==> config.mk <==
export PLATFORM = sky130hd
export DESIGN_NAME = exec_simd_pipe
export DESIGN_NICKNAME = d
export VERILOG_FILES = /design/src/rtl/exec_simd_pipe.sv
export SDC_FILE = /design/constraint.sdc
export NUM_CORES = 2
export LEC_CHECK = 0
export CAP_MARGIN = 20
export CORE_ASPECT_RATIO = 1.4
export CORE_UTILIZATION = 42
export DETAILED_ROUTE_END_ITERATION = 8
export GPL_ROUTABILITY_DRIVEN = 0
export PLACE_DENSITY = 0.65
export SYNTH_ARGS = -nofsm -noshare
export SYNTH_HDL_FRONTEND = slang
export SYNTH_SLANG_ARGS = --single-unit
==> constraint.sdc <==
create_clock -name clk -period 4 [get_ports clk]
set_clock_uncertainty 0.05 [all_clocks]
set_input_delay 0.8 -clock clk [delete_from_list [all_inputs] [get_ports clk]]
set_output_delay 0.8 -clock clk [all_outputs]
set_load 0.01 [all_outputs]
==> src/rtl/exec_simd_pipe.sv <==
// Two-stage signed SIMD vector ALU for the GPU execute stage: add/sub/mul with optional
// saturation and per-lane overflow, min/max, ReLU and arithmetic shift, with valid/ready on both sides.
module exec_simd_pipe #(
   parameter int LANES = 4,
   parameter int LW    = 16,
   parameter int SHW   = 4
) (
   input  logic                clk,
   input  logic                rst_n,
   input  logic                in_valid,
   output logic                in_ready,
   input  logic [3:0]          opcode,
   input  logic                sat,
   input  logic [LANES*LW-1:0] a,
   input  logic [LANES*LW-1:0] b,
   output logic                out_valid,
   input  logic                out_ready,
   output logic [LANES*LW-1:0] result,
   output logic [LANES-1:0]    ovf,
   output logic                err
);

   // Raw per-lane results are carried at double width so ADD/SUB/MUL stay exact into S2.
   localparam int XW = 2 * LW;

   localparam logic [3:0] OP_ADD  = 4'h0;
   localparam logic [3:0] OP_SUB  = 4'h1;
   localparam logic [3:0] OP_MUL  = 4'h2;
   localparam logic [3:0] OP_MAX  = 4'h3;
   localparam logic [3:0] OP_RELU = 4'h4;
   localparam logic [3:0] OP_MIN  = 4'h5;
   localparam logic [3:0] OP_SRA  = 4'h6;

   logic                en1, en2;
   logic                s1_valid;
   logic [3:0]          s1_op;
   logic                s1_sat;
   logic                s1_arith;
   logic [LANES*LW-1:0] res_n;
   logic [LANES-1:0]    ovf_n;
   logic                err_n;

   assign en2      = !out_valid || out_ready;
   assign en1      = !s1_valid || en2;
   assign in_ready = en1;

   assign s1_arith = (s1_op == OP_ADD) || (s1_op == OP_SUB) || (s1_op == OP_MUL);
   assign err_n    = (s1_op > OP_SRA);

   for (genvar i = 0; i < LANES; i++) begin : g_lane
      logic signed [XW-1:0] ax, bx, raw_n, s1_raw;
      logic                 lane_ovf;

      assign ax = XW'($signed(a[i*LW +: LW]));
      assign bx = XW'($signed(b[i*LW +: LW]));

      always_comb begin
         // NOTE: default assigned first so every path writes raw_n and no latch is inferred.
         raw_n = '0;
         case (opcode)
            OP_ADD:  raw_n = ax + bx;
            OP_SUB:  raw_n = ax - bx;
            OP_MUL:  raw_n = ax * bx;
            OP_MAX:  raw_n = (ax > bx) ? ax : bx;
            OP_RELU: raw_n = (!ax[XW-1] && (|ax)) ? ax : '0;
            OP_MIN:  raw_n = (ax < bx) ? ax : bx;
            OP_SRA:  raw_n = ax >>> b[i*LW +: SHW];
            default: raw_n = '0;
         endcase
      end

      // NOTE: datapath payload has no reset; only the valid bits need a defined value after reset.
      always_ff @(posedge clk) begin
         if (en1 && in_valid) s1_raw <= raw_n;
      end

      // Exact value fits in LW bits only if the top XW-LW+1 bits are all copies of the sign.
      assign lane_ovf = s1_arith &&
                        !((&s1_raw[XW-1:LW-1]) || !(|s1_raw[XW-1:LW-1]));

      assign ovf_n[i] = lane_ovf;
      assign res_n[i*LW +: LW] =
         (lane_ovf && s1_sat) ? (s1_raw[XW-1] ? {1'b1, {(LW-1){1'b0}}}
                                              : {1'b0, {(LW-1){1'b1}}})
                              : s1_raw[LW-1:0];
   end

   always_ff @(posedge clk) begin
      if (en1 && in_valid) begin
         s1_op  <= opcode;
         s1_sat <= sat;
      end
   end

   // NOTE: non-blocking assignments for all state so every register samples pre-edge values.
   always_ff @(posedge clk or negedge rst_n) begin
      if (!rst_n) begin
         s1_valid  <= 1'b0;
         out_valid <= 1'b0;
         result    <= '0;
         ovf       <= '0;
         err       <= 1'b0;
      end else begin
         if (en1) s1_valid <= in_valid;
         if (en2) begin
            out_valid <= s1_valid;
            // A bubble clears out_valid but leaves the last result in place.
            if (s1_valid) begin
               result <= res_n;
               ovf    <= ovf_n;
               err    <= err_n;
            end
         end
      end
   end

endmodule

; ---- Word-level counts from Yosys, hierarchy flattened
; Cells that the tools add are included.
[op_classes]
addsub = 8
mul = 4
n_lt_le_gt_ge = 9
n_eq_ne = 8
n_shift = 4
n_mux = 24
n_reduce_logical = 50
[op_table]
columns = operator, count
row1 = case mux 32 bit (7 select lines), 4
row2 = two-way mux 32 bit, 12
row3 = multiplier 16 x 16 -> 32 bit, 4
row4 = two-way mux 16 bit, 8
row5 = >>> shifter 16 x 4 -> 32 bit, 4
row6 = adder 16 x 16 -> 17 bit, 4
row7 = AND reduction 17 bit, 4
row8 = OR reduction 17 bit, 4
row9 = subtractor 16 x 16 -> 17 bit, 4
row10 = greater-than comparator 16 bit, 4
row11 = less-than comparator 16 bit, 4
row12 = OR reduction 16 bit, 4
row13 = logical NOT 1 bit, 14
row14 = logical AND 1 bit, 13
row15 = == test 4 x 2 -> 1 bit (second input constant), 3
row16 = == test 4 x 3 -> 1 bit (second input constant), 3
row17 = == test 4 x 1 -> 1 bit (second input constant), 2
row18 = logical NOT 4 bit, 2
row19 = logical OR 1 bit, 8
row20 = greater-than comparator 4 x 3 -> 1 bit (second input constant), 1
row21 = AND reduction 2 bit, 1
[word_totals]
register_bits = 204
input_bits = 137
out_inout_bits = 71

; ---- Logic depth before layout (Yosys ltp)
[logic_depth]
word_depth = 7
ltp_mapped = 26
depth_no_buf = 23

; ---- Least setup slack after synthesis
; No wires, ideal clock.
[synth_path]
path_type = input -> register
start = input b[49]
end = register g_lane[3].s1_raw[31] (data pin)
arrival_time_ns = 7.431
required_ns = 3.685
slack_ns = -3.747
stages = 24
path_buffers = 4
cell_sequence = clkbuf_1 > clkbuf_1 > clkbuf_1 > clkbuf_1 > nand2_1 > fa_1 > fa_1 > fa_1 > inv_1 > fa_1 > fa_1 > inv_1 > fa_1 > inv_1 > ha_1 > a21o_1 > o21ai_0 > inv_1 > o311a_1 > o31a_1 > a221oi_2 > o2111ai_1 > mux2i_1 > or3_1
[synth_between]
elab_chain_len = 3
elab_cells_between_ends = 9
cone_classes = 2 x add/sub / 1 x mul / 2 x order compare / 1 x shift / 3 x mux
[synth_rtl]
columns = item, line_no
row1 = "start, declared", 15  ; input logic [LANES*LW-1:0] b,
row2 = branches (longest 2 deep; another with multiplier 16 x 16 -> 32 bit), -
row3 = case mux 32 bit (7 select lines) *, 60  ; case (opcode)
row4 = net g_lane[3].raw_n[31], 51  ; logic signed [XW-1:0] ax, bx, raw_n, s1_raw;
row5 = "end signal, assigned", 74  ; if (en1 && in_valid) s1_raw <= raw_n;
row6 = "end, declared", 51
; Mark *: on every way through the listed nets, which the timed path passes.
; A chain may end at the register's enable or synchronous reset.

; ---- Worst setup path after layout
[layout_path]
start = input a[44]
end = register g_lane[2].s1_raw[20] (data pin)
[layout_between]
elab_chain_len = 4
elab_cells_between_ends = 12
cone_classes = 2 x add/sub / 1 x mul / 2 x order compare / 1 x shift / 4 x mux / 2 x reduce/logical
[layout_rtl]
columns = item, line_no
row1 = "start, declared", 14  ; input logic [LANES*LW-1:0] a,
row2 = branches (longest 3 deep; another with multiplier 16 x 16 -> 32 bit), -
row3 = case mux 32 bit (7 select lines) *, 60
row4 = net g_lane[2].raw_n[20], 51
row5 = "end signal, assigned", 74
row6 = "end, declared", 51
; Marked as above.

==> run metrics <==
cell count after synthesis=6,692; Fmax=158.6 MHz; DRT antenna net count=0; Reg area=5771 um2; Synthesized Nets=8,345; yosys warns=0; status=finished, violations left; depth of the CTS H-tree=1; Simple-Gate Fraction of Synth Area=0.1450; violated checks=negative setup slack; die height=444.2 um; Synth Flop Type=edfxtp_1; Synth cell types=96; critical path class=input port to flop; Residual DRC=0; Critical Path RT=4270 ps; share of the synthesized area in the top cell type=0.3604; RR Endpoint=result[27]; worst-path fanout max=6; Slew HR=0.4124; core area=138,000 um2; RSZ-0062 raised after global routing=true; Async S/R FF share, synth=0.3480; via count=56,285; EDFF count, synth=133; startpoint types=input port; largest net degree at the start of global routing=72; post-layout util=0.5980; # nets final=9,838; Syn Area/Cell=8.765 um2; effective utilization at floorplan=0.4251; final number of max-transition violations=0; final worst slack=-2305 ps; share of cells above drive strength 1=0.3480; compound-cell area share of the yosys netlist=0.1339; R2R cell count=7; area leader, netlist=fa_1; Tcrit/Tclk final=1.576; Root Buffer=clkbuf_16; DRT iter0 DRCs=4,495; total track usage=0.3056; antenna violations before repair=6; setup violators final=109; max_cap viols=0; final WL=220.6 mm; IO Port Bufs=207; synthesized area=58,660 um2; CTS buffer count=24; post-synthesis sequential area ratio=0.09838; first-pass GRT wire length=334.7 mm; DR pass1 iterations=6; multi-input logic area=51,580 um2; clk slew on worst S/H paths=70 ps; vias in the first global route=60,061; Layout area overhead=40.69%; leading post-synthesis cells by instance count=inv_1 (1,288), fa_1 (1,056), nand2_1 (625); TritonCTS Sinks=204; Via-to-Cell Ratio=5.631; min cycle time layout=6305 ps; most frequent cell after synthesis=inv_1; Synth Area in Adders=0.4585; largest family of logic cells by synthesized area=adder cells; post-DR wirelength/cell=22.07 um; CTS tree=built; worst r2r src=s1_op[1]; Worst setup EP type=flop; Die X=317.8 um; Final Hold Vio Count=0; Synth Area in XOR/XNOR=0.02822; Ports=208; worst-margin pin slew=872.1 ps; top post-synthesis cells by area=fa_1 (36%), ha_1 (9.8%), inv_1 (8.2%); hpwl dp=168.9 mm; grt ovf=0; CP arrival=6570 ps; reg2reg setup slack=990 ps; class of the worst hold path=input port to asynchronous set/reset pin; Clock Latency Late Sink=570 ps; row cnt=161; CTS Hold Buffers Added=0; Max clock buf depth=3; Die ar.=141,200 um2; post-synthesis mux area share=0.02769; register bit total from synthesis=204; # fillers=11,118
==> routing by layer <==
metal,vias up,track usage,wire (um)
li1,24467,-,-
met1,28070,0.3467,76270
met2,2761,0.5384,110000
met3,981,0.04248,16800
met4,6,0.1962,17500
met5,-,0,39
==> layout make-up <==
class,instances,area share
diodes,1,0.00003032
clock buffers,31,0.008491
flip-flops and latches,204,0.06993
inverters,1302,0.06048
multi-input cells,4815,0.6250
repair buffers,1838,0.2072
well taps,1793,0.02719
clock inverters,12,0.001607
==> through the flow <==
step                hold slack, ps  TNS [ps]  area [um2]  setup WS [ps]  std cells
floorplan                    399.0   -204250       60530          -2835       6692
detailed placement           446.6   -331440       73370          -3437       9610
global placement             425.6   -326140       73370          -3406       9610
CTS                          274.8   -197330       79610          -2401       9922
finish                       265.5   -192690       82520          -2305       9996
global route                 325.2   -205660       82520          -2434       9995
==> placed cells by master (no fill, tap or decap), drive strengths merged, types with 30 or more instances in the layout <==
| cell type | n |
|---|---|
| nor2b | 35 |
| inv | 1288 |
| xor2 | 72 |
| and2 | 376 |
| clkbuf | 50 |
| nor4 | 43 |
| nand4 | 30 |
| nand2b | 43 |
| nor3 | 72 |
| clkdlybuf4s50 | 80 |
| nand3 | 49 |
| edfxtp | 133 |
| dfrtp | 71 |
| nand2 | 625 |
| buf | 1705 |
| o21a | 41 |
| xnor2 | 117 |
| o221ai | 47 |
| mux2i | 109 |
| ha | 460 |
| a221oi | 30 |
| a21oi | 388 |
| a31oi | 41 |
| nor2 | 409 |
| o21ai | 221 |
| fa | 1056 |
| o31ai | 30 |
| o211ai | 69 |
| and3 | 34 |
| a211oi | 38 |
| a21o | 82 |
==> state kept, by name (all words and copies together), names as in the netlist <==
| register | cells |
|---|---|
| ovf | 4 |
| err | 1 |
| s1_valid | 1 |
| g_lane.s1_raw | 128 |
| out_valid | 1 |
| s1_op | 4 |
| s1_sat | 1 |
| result | 64 |
==> critical path, stage by stage <==
cell and delay [ps]:
clkdlybuf4s15_2 200, buf_12 130, buf_4 140, nand2_1 70, fa_1 530, fa_1 450, fa_1 520, inv_2 40
fa_1 440, fa_1 510, inv_2 40, fa_1 520, inv_2 60, ha_4 210, and3_4 180, o211ai_1 160
buf_4 190, buf_6 90, o2111ai_4 150, buf_4 190, a31o_2 190, a21o_1 200, a22o_1 200, a22oi_2 230
o211ai_1 120
==> worst max path at each step <==
| stage | start | to | cells after the start |
|---|---|---|---|
| detailed placement | b[54] | g_lane[3].s1_raw[31] | 21 |
| finish | a[44] | g_lane[2].s1_raw[20] | 25 |
| global route | a[44] | g_lane[2].s1_raw[30] | 25 |
| CTS | b[5] | g_lane[0].s1_raw[24] | 23 |
| floorplan | b[49] | g_lane[3].s1_raw[31] | 23 |
| global placement | b[54] | g_lane[3].s1_raw[31] | 22 |
==> timing repair <==
action                                  4_1_cts  5_1_grt
cloned                                       18        2
hold endpoints to repair                      0        0
endpoints found under the setup margin      128      126
buffers inserted                            274      112
pin swaps                                   536      548
gates resized for setup                    1256      711
==> cell families after synthesis <==
| logic type | count (synthesis) |
|---|---|
| and+or+nand+nor | 1786 |
| buffers and inverters | 1673 |
| adders and majority gates | 1516 |
| AOI/OAI and AO/OA | 1185 |
| DFF | 204 |
| xor gates and xnor gates | 189 |
| muxes | 139 |
Power is left out: the tool's default activity adds up to more than one toggle a clock period on the data nets, which glitch-free logic cannot reach.
